--- src/rtl/yd_pkg.sv ---
// Yduck register-file address map and sizing helpers, shared by the register file,
// its bus interface and the scoreboard.
package yd_pkg;

    localparam int unsigned ZEA = 0;
    localparam int unsigned DKA = 1;
    localparam int unsigned R0A = 2;

    // PC always lives at the top address of the map.
    function automatic int unsigned pca(input int unsigned aw);
        return (32'd1 << aw) - 32'd1;
    endfunction

    function automatic int unsigned n_addr(input int unsigned aw);
        return 32'd1 << aw;
    endfunction

    function automatic int unsigned num_gr(input int unsigned aw);
        return (32'd1 << aw) - 32'd3;
    endfunction

endpackage

--- src/rtl/yd_regfile_sb_if.sv ---
// Decode/execute-side bus of the Yduck register file: write ports, read ports,
// PC control and scoreboard set port.
interface yd_regfile_sb_if #(
    parameter int DW = 16,
    parameter int AW = 4
);
    logic          jpc;
    logic          hold;
    logic [DW-1:0] din0;
    logic [AW-1:0] waddr0;
    logic          we0;
    logic [DW-1:0] din1;
    logic [AW-1:0] waddr1;
    logic          we1;
    logic [AW-1:0] raddr0;
    logic [AW-1:0] raddr1;
    logic [DW-1:0] dout0;
    logic [DW-1:0] dout1;
    logic          busy0;
    logic          busy1;
    logic          pset;
    logic [AW-1:0] psetaddr;
    logic [DW-1:0] pc;
    logic [DW-1:0] dkd;
    logic          pend_any;

    modport master (
        output jpc, hold, din0, waddr0, we0, din1, waddr1, we1,
               raddr0, raddr1, pset, psetaddr,
        input  dout0, dout1, busy0, busy1, pc, dkd, pend_any
    );

    modport slave (
        input  jpc, hold, din0, waddr0, we0, din1, waddr1, we1,
               raddr0, raddr1, pset, psetaddr,
        output dout0, dout1, busy0, busy1, pc, dkd, pend_any
    );
endinterface

--- src/rtl/yd_scoreboard.sv ---
// Pending-write scoreboard: one bit per address, set by the issue stage, cleared by
// write-back. ZE and PC can never become pending.
module yd_scoreboard
    import yd_pkg::*;
#(
    parameter int AW = 4
) (
    input  logic          clk,
    input  logic          rst,
    input  logic          set,
    input  logic [AW-1:0] set_addr,
    input  logic          clr0,
    input  logic [AW-1:0] clr0_addr,
    input  logic          clr1,
    input  logic [AW-1:0] clr1_addr,
    input  logic [AW-1:0] look0_addr,
    input  logic [AW-1:0] look1_addr,
    output logic          busy0,
    output logic          busy1,
    output logic          pend_any
);

    localparam int N = int'(n_addr(AW));
    localparam logic [AW-1:0] ZE_A = AW'(ZEA);
    localparam logic [AW-1:0] PC_A = AW'(pca(AW));

    logic [N-1:0] pend_q;
    logic [N-1:0] pend_d;

    // The set is applied last so a new producer outranks a retiring one.
    always_comb begin
        pend_d = pend_q;
        if (clr0) pend_d[clr0_addr] = 1'b0;
        if (clr1) pend_d[clr1_addr] = 1'b0;
        if (set && set_addr != ZE_A && set_addr != PC_A) pend_d[set_addr] = 1'b1;
    end

    always_ff @(posedge clk) begin
        if (rst) pend_q <= '0;
        else     pend_q <= pend_d;
    end

    assign busy0    = pend_q[look0_addr];
    assign busy1    = pend_q[look1_addr];
    assign pend_any = |pend_q;

endmodule

--- src/rtl/yd_regfile_sb.sv ---
// Yduck two-write/two-read register file (ZE, DK, general registers, PC) with
// registered read addresses, write bypass and an integrated pending-write scoreboard.
module yd_regfile_sb
    import yd_pkg::*;
#(
    parameter int            DW     = 16,
    parameter int            AW     = 4,
    parameter logic [DW-1:0] PC_RST = '0
) (
    input logic         clk,
    input logic         rst,
    yd_regfile_sb_if.slave bus
);

    localparam int NGR = int'(num_gr(AW));
    localparam logic [AW-1:0] ZE_A = AW'(ZEA);
    localparam logic [AW-1:0] DK_A = AW'(DKA);
    localparam logic [AW-1:0] R0_A = AW'(R0A);
    localparam logic [AW-1:0] PC_A = AW'(pca(AW));

    logic [DW-1:0] gr_q [NGR];
    logic [DW-1:0] dk_q;
    logic [DW-1:0] pc_q;
    logic [DW-1:0] pc_d;
    logic [AW-1:0] raddr0_r, raddr1_r;
    logic [AW-1:0] waddr0_r, waddr1_r;
    logic          we0_r, we1_r;
    logic [DW-1:0] din0_r, din1_r;

    function automatic logic is_gr(input logic [AW-1:0] a);
        return (a != ZE_A) && (a != DK_A) && (a != PC_A);
    endfunction

    function automatic logic [AW-1:0] gidx(input logic [AW-1:0] a);
        return a - R0_A;
    endfunction

    always_comb begin
        pc_d = pc_q + DW'(1);
        if (bus.jpc && bus.we0 && bus.waddr0 == PC_A)      pc_d = bus.din0;
        else if (bus.jpc && bus.we1 && bus.waddr1 == PC_A) pc_d = bus.din1;
        else if (bus.jpc || bus.hold)                      pc_d = pc_q;
    end

    // Port 1 is assigned first so a same-address port 0 write overrides it.
    always_ff @(posedge clk) begin
        if (rst) begin
            for (int i = 0; i < NGR; i++) gr_q[i] <= '0;
            dk_q     <= '0;
            pc_q     <= PC_RST;
            raddr0_r <= '0;
            raddr1_r <= '0;
            waddr0_r <= '0;
            waddr1_r <= '0;
            we0_r    <= 1'b0;
            we1_r    <= 1'b0;
            din0_r   <= '0;
            din1_r   <= '0;
        end else begin
            if (bus.we1 && is_gr(bus.waddr1)) gr_q[gidx(bus.waddr1)] <= bus.din1;
            if (bus.we0 && is_gr(bus.waddr0)) gr_q[gidx(bus.waddr0)] <= bus.din0;
            if (bus.we0 && bus.waddr0 == DK_A)      dk_q <= bus.din0;
            else if (bus.we1 && bus.waddr1 == DK_A) dk_q <= bus.din1;
            pc_q     <= pc_d;
            raddr0_r <= bus.raddr0;
            raddr1_r <= bus.raddr1;
            waddr0_r <= bus.waddr0;
            waddr1_r <= bus.waddr1;
            we0_r    <= bus.we0;
            we1_r    <= bus.we1;
            din0_r   <= bus.din0;
            din1_r   <= bus.din1;
        end
    end

    function automatic logic [DW-1:0] rd_mux(input logic [AW-1:0] a, input logic [DW-1:0] gr_val);
        if (a == ZE_A)                 return '0;
        if (a == PC_A)                 return pc_q;
        if (we0_r && waddr0_r == a)    return din0_r;
        if (we1_r && waddr1_r == a)    return din1_r;
        if (a == DK_A)                 return dk_q;
        return gr_val;
    endfunction

    assign bus.dout0 = rd_mux(raddr0_r, gr_q[gidx(raddr0_r)]);
    assign bus.dout1 = rd_mux(raddr1_r, gr_q[gidx(raddr1_r)]);
    assign bus.pc    = pc_q;

    assign bus.dkd = (bus.we0 && bus.waddr0 == DK_A) ? bus.din0 :
                     (bus.we1 && bus.waddr1 == DK_A) ? bus.din1 : dk_q;

    yd_scoreboard #(.AW(AW)) u_sb (
        .clk        (clk),
        .rst        (rst),
        .set        (bus.pset),
        .set_addr   (bus.psetaddr),
        .clr0       (bus.we0),
        .clr0_addr  (bus.waddr0),
        .clr1       (bus.we1),
        .clr1_addr  (bus.waddr1),
        .look0_addr (raddr0_r),
        .look1_addr (raddr1_r),
        .busy0      (bus.busy0),
        .busy1      (bus.busy1),
        .pend_any   (bus.pend_any)
    );

endmodule

--- src/flat_wrapper.sv ---
// flat-port wrapper written by rule: the top's interface ports become plain ports
module yd_regfile_sb_flat import yd_pkg::*;
#(
    parameter int            DW     = 16,
    parameter int            AW     = 4,
    parameter logic [DW-1:0] PC_RST = '0
)
  (clk, rst, bus_jpc, bus_hold, bus_din0, bus_waddr0, bus_we0, bus_din1, bus_waddr1, bus_we1, bus_raddr0, bus_raddr1, bus_pset, bus_psetaddr, bus_dout0, bus_dout1, bus_busy0, bus_busy1, bus_pc, bus_dkd, bus_pend_any);
  yd_regfile_sb_if #(.DW(DW), .AW(AW)) bus_i ();
  input logic clk;
  input logic rst;
  input wire logic [$bits(bus_i.jpc)-1:0] bus_jpc;
  input wire logic [$bits(bus_i.hold)-1:0] bus_hold;
  input wire logic [$bits(bus_i.din0)-1:0] bus_din0;
  input wire logic [$bits(bus_i.waddr0)-1:0] bus_waddr0;
  input wire logic [$bits(bus_i.we0)-1:0] bus_we0;
  input wire logic [$bits(bus_i.din1)-1:0] bus_din1;
  input wire logic [$bits(bus_i.waddr1)-1:0] bus_waddr1;
  input wire logic [$bits(bus_i.we1)-1:0] bus_we1;
  input wire logic [$bits(bus_i.raddr0)-1:0] bus_raddr0;
  input wire logic [$bits(bus_i.raddr1)-1:0] bus_raddr1;
  input wire logic [$bits(bus_i.pset)-1:0] bus_pset;
  input wire logic [$bits(bus_i.psetaddr)-1:0] bus_psetaddr;
  output wire logic [$bits(bus_i.dout0)-1:0] bus_dout0;
  output wire logic [$bits(bus_i.dout1)-1:0] bus_dout1;
  output wire logic [$bits(bus_i.busy0)-1:0] bus_busy0;
  output wire logic [$bits(bus_i.busy1)-1:0] bus_busy1;
  output wire logic [$bits(bus_i.pc)-1:0] bus_pc;
  output wire logic [$bits(bus_i.dkd)-1:0] bus_dkd;
  output wire logic [$bits(bus_i.pend_any)-1:0] bus_pend_any;
  assign bus_i.jpc = bus_jpc;
  assign bus_i.hold = bus_hold;
  assign bus_i.din0 = bus_din0;
  assign bus_i.waddr0 = bus_waddr0;
  assign bus_i.we0 = bus_we0;
  assign bus_i.din1 = bus_din1;
  assign bus_i.waddr1 = bus_waddr1;
  assign bus_i.we1 = bus_we1;
  assign bus_i.raddr0 = bus_raddr0;
  assign bus_i.raddr1 = bus_raddr1;
  assign bus_i.pset = bus_pset;
  assign bus_i.psetaddr = bus_psetaddr;
  assign bus_dout0 = bus_i.dout0;
  assign bus_dout1 = bus_i.dout1;
  assign bus_busy0 = bus_i.busy0;
  assign bus_busy1 = bus_i.busy1;
  assign bus_pc = bus_i.pc;
  assign bus_dkd = bus_i.dkd;
  assign bus_pend_any = bus_i.pend_any;
  yd_regfile_sb #(.DW(DW), .AW(AW), .PC_RST(PC_RST)) u_core (.clk(clk), .rst(rst), .bus(bus_i));
endmodule
--- config.mk ---
export PLATFORM = sky130hd
export DESIGN_NAME = yd_regfile_sb_flat
export DESIGN_NICKNAME = d
export VERILOG_FILES = /design/src/rtl/yd_pkg.sv /design/src/rtl/yd_regfile_sb_if.sv /design/src/rtl/yd_scoreboard.sv /design/src/rtl/yd_regfile_sb.sv /design/src/flat_wrapper.sv
export SDC_FILE = /design/constraint.sdc
export NUM_CORES = 1
export LEC_CHECK = 0
export CAP_MARGIN = 30
export CORE_UTILIZATION = 50
export DETAILED_ROUTE_END_ITERATION = 7
export MAX_ROUTING_LAYER = met4
export PLACE_DENSITY = 0.69
export RECOVER_POWER = 50
export SETUP_SLACK_MARGIN = 0.1
export SLEW_MARGIN = 20
export SYNTH_ARGS = -nofsm -noshare
export SYNTH_HDL_FRONTEND = slang
export SYNTH_SLANG_ARGS = --single-unit
--- constraint.sdc ---
create_clock -name clk -period 3.6 [get_ports clk]
set_clock_uncertainty 0.2 [all_clocks]
set_input_delay 0.36 -clock clk [delete_from_list [all_inputs] [get_ports clk]]
set_output_delay 0.36 -clock clk [all_outputs]
set_load 0.03 [all_outputs]
==> flow_summary.toml <==
[sta]
fmax_mhz = 281
holdWs_ns = 0.0233
finalSetupViolCount = 0
worst_pin_slew_ns = 1.66
rsz0062_at_grt = "yes"
maxSlewViolCount = 76
hold_viol = 0
relSlewSlack_pct = -10.4
final.period_utilization_pct = 98.8
tns_ns = 0
fin_crit_ns = 3.56

[floorplanning]
core_um2 = 40900
die-area_um2 = 42500
pin_count = 126
die_w_um = 206
initial_core_util_pct = 50.9
die_h_um = 206
fp-row-count = 74

[global_route]
grt_pass1_vias = 16100
grt_pass1_wl_mm = 104
globalRouteOverflowTotal = 0
grt.total_usage_pct = 33.9
antenna_found_initial = 5
grt_max_degree = 76

[synth]
netlist_instances = 1690
synth_area_leaders = "edfxtp_1 37%, mux4_2 14%, dfxtp_1 9.4%"
synth_edf_count = 256
synth_ff_type = "edfxtp_1"
synth-seq-cells = 354
synth_seq_area_share_pct = 46.3
synth.most_common_cell = "edfxtp_1"
post_synth_num_cell_types = 72
synth_top_cell_by_area = "edfxtp_1"
synth-async-reset-ratio_pct = 0
syn_nets = 1754
yosys-top-cells-count = "256 x edfxtp_1, 208 x a22o_1, 128 x mux4_2"
yosysWarnings = 0
synth_area_um2 = 20800
synth_top_area_share_pct = 36.9
syn_avg_cell_area_um2 = 12.3

[cts]
cts.sinks = 354
htree_levels = 2
insertion_delay_ns = 0.56
cts_tree = "built"
clockBufferDepth = 3
numCtsBuffers = 41
cts_root_buffer = "clkbuf_16"
hold_buffers = 0
clk_pin_slew_ns = 0.05

[outcome]
failed_checks = "max-capacitance violations, max-slew violations"
outcome = "finished with violations"

[critical_path]
cp.arrival_ns = 3.00
worstSetupEndpointType = "output port"
r2r_start = "u_core.bus.pc[2]"
path_class = "reg2out"
slowest_delay_ns = 0.45
slowest_stage = "dfxtp_4"
cp_max_fo = 11
worst_ep_required_time_ns = 3.04
critPathLaunch = "u_core.raddr0_r[1]"
cp_top_family = "compound AO/OA/AOI/OAI gates"
start_kind = "flop"
crit_buf_inv = 2
crit_chain = "inv_1 > ha_2 > xnor2_2 > and2_2 > a22oi_1 > a21oi_1 > a211oi_2 > o31ai_4 > buf_12"

[final_layout]
instances_no_fill = 2405
final_area_um2 = 25200
area_growth_pct = 20.8
drive_above_1_share_pct = 28.0
fillers = 3154
layout.nets = 1903

[route]
drt-wirelength-per-cell_um = 29.5
post-route-drc-count = 0
wl_mm = 71.0
ant_nets = 0
via_per_inst = 6.99
drt_iter0_markers = 2200
drtPass1Iterations = 5
num_vias = 16800

[power]
irDropWorstVdd_v = 0.000325
power_leakage_nw = 8.92
power_density_nw_per_um2 = 443

[min_path]
hp-class = "in2reg"
hold_start = "rst"

[place]
hpwl_mm = 49.4
globalplace.congestion = 0.982
io_buffers = 125
placed_cells = 2278
place_area_um2 = 23000

[run]
cap_violations = 1
cells by family (layout without fill, tap and decap cells):
kind of cell             Yosys count  in the layout  synth area share [%]
AND/OR/NAND/NOR                  402            402                  10.3
multiplexers                     236            236                  19.9
flip-flops                       354            354                  46.3
adder cells (fa/ha/maj)            5              5                 0.300
other                              0              3                     0
AO/OA/AOI/OAI                    450            450                  17.0
XOR/XNOR                          36             36                  1.66
buffers and inverters            207            387                  4.55
cells in the final DEF, fill, tap and decap left out, drive strengths merged, types with 5 or more instances in the layout:
cell           Yosys  layout
a211oi            24      24
a21oi             25      25
a221oi            14      14
a22o             208     208
a22oi             57      57
a2bb2oi            5       5
a31oi              6       6
and2              10      10
and3              15      15
and4               6       6
buf               80     194
clkbuf           113      82
clkdlybuf4s50      0      48
clkinv             0      15
dfxtp             98      98
dlygate4sd3        0      28
edfxtp           256     256
ha                 5       5
inv               14      15
mux2              48      48
mux2i             52      52
mux4             136     136
nand2             75      75
nand2b            11      11
nand3             22      22
nand4             13      13
nor2             103     103
nor2b             71      71
nor3              43      43
nor4               7       7
o21ai             42      42
o221ai             8       8
o22a               5       5
o22ai              6       6
o31ai             17      17
o32ai              5       5
or3               17      17
xnor2             17      17
xor2              19      19
routing by layer:
layer	global-route usage, %	wire length (µm)	up-vias
met5	-	0	-
met4	10.0	1890	0
met3	6.56	8070	146
met2	52.1	33200	1181
met1	45.7	27800	8439
li1	-	-	7049
repair_timing:
| action | 4_1_cts | 5_1_grt |
|---|---|---|
| pin swaps | 2 | 3 |
| endpoints found under the setup margin | 33 | 31 |
| gates cloned | 2 | 4 |
| resized for setup | 76 | 43 |
| setup buffers | 14 | 30 |
through the flow:
step	worst slack (ns)	total power, mW	util (%)
finish	0.0431	11.1	61.5
global route	-0.0359	11.4	61.5
CTS	0.0254	11.0	60.5
detailed placement	0.0337	6.92	56.2
global placement	0.0872	6.88	56.0
floorplan	0.190	6.04	-
final timing paths:
path	endpoint	slack, ns	cells past startpoint
worst max-delay path	bus_dout0[15]	0.04	9
worst min-delay path	u_core.waddr1_r[2]	0.02	2
worst min register to register	u_core.u_sb.pend_q[0]	0.32	1
worst max register to register	u_core.bus.pc[14]	1.45	6
power breakdown:
part	leakage, nW	switching (mW)	total (mW)	internal (mW)
Clock	0.624	1.74	4.05	2.31
Sequential	3.23	0.161	4.76	4.60
Combinational	5.06	1.32	2.33	1.01
Total	8.92	3.22	11.1	7.92
flip-flops by register name, indices dropped and copies added, names as in the netlist:
register	count
u_core.raddr1_r	4
u_core.we0_r	1
u_core.bus.pc	16
u_core.u_sb.pend_q	16
u_core.raddr0_r	4
u_core.waddr0_r	4
u_core.waddr1_r	4
u_core.din0_r	16
u_core.gr_q	256
u_core.dk_q	16
u_core.we1_r	1
u_core.din1_r	16
layout make-up:
class / count / area, µm² / area share, %
multi-input cells: 1129 / 10600 / 42.3
flip-flops and latches: 354 / 9670 / 38.4
repair buffers: 299 / 2870 / 11.4
clock buffers: 56 / 1110 / 4.42
well taps: 532 / 666 / 2.64
clock inverters: 18 / 159 / 0.631
inverters: 14 / 52.6 / 0.209
diodes: 3 / 7.51 / 0.0298
worst reg2reg max path: cells and delay by family, from the launching register on:
| kind | cells | cell delay (ns) |
|---|---|---|
| flops | 1 | 0.53 |
| simple gates | 4 | 1.09 |
| compound gates | 2 | 0.25 |
(Power assumes the default switching activity.)
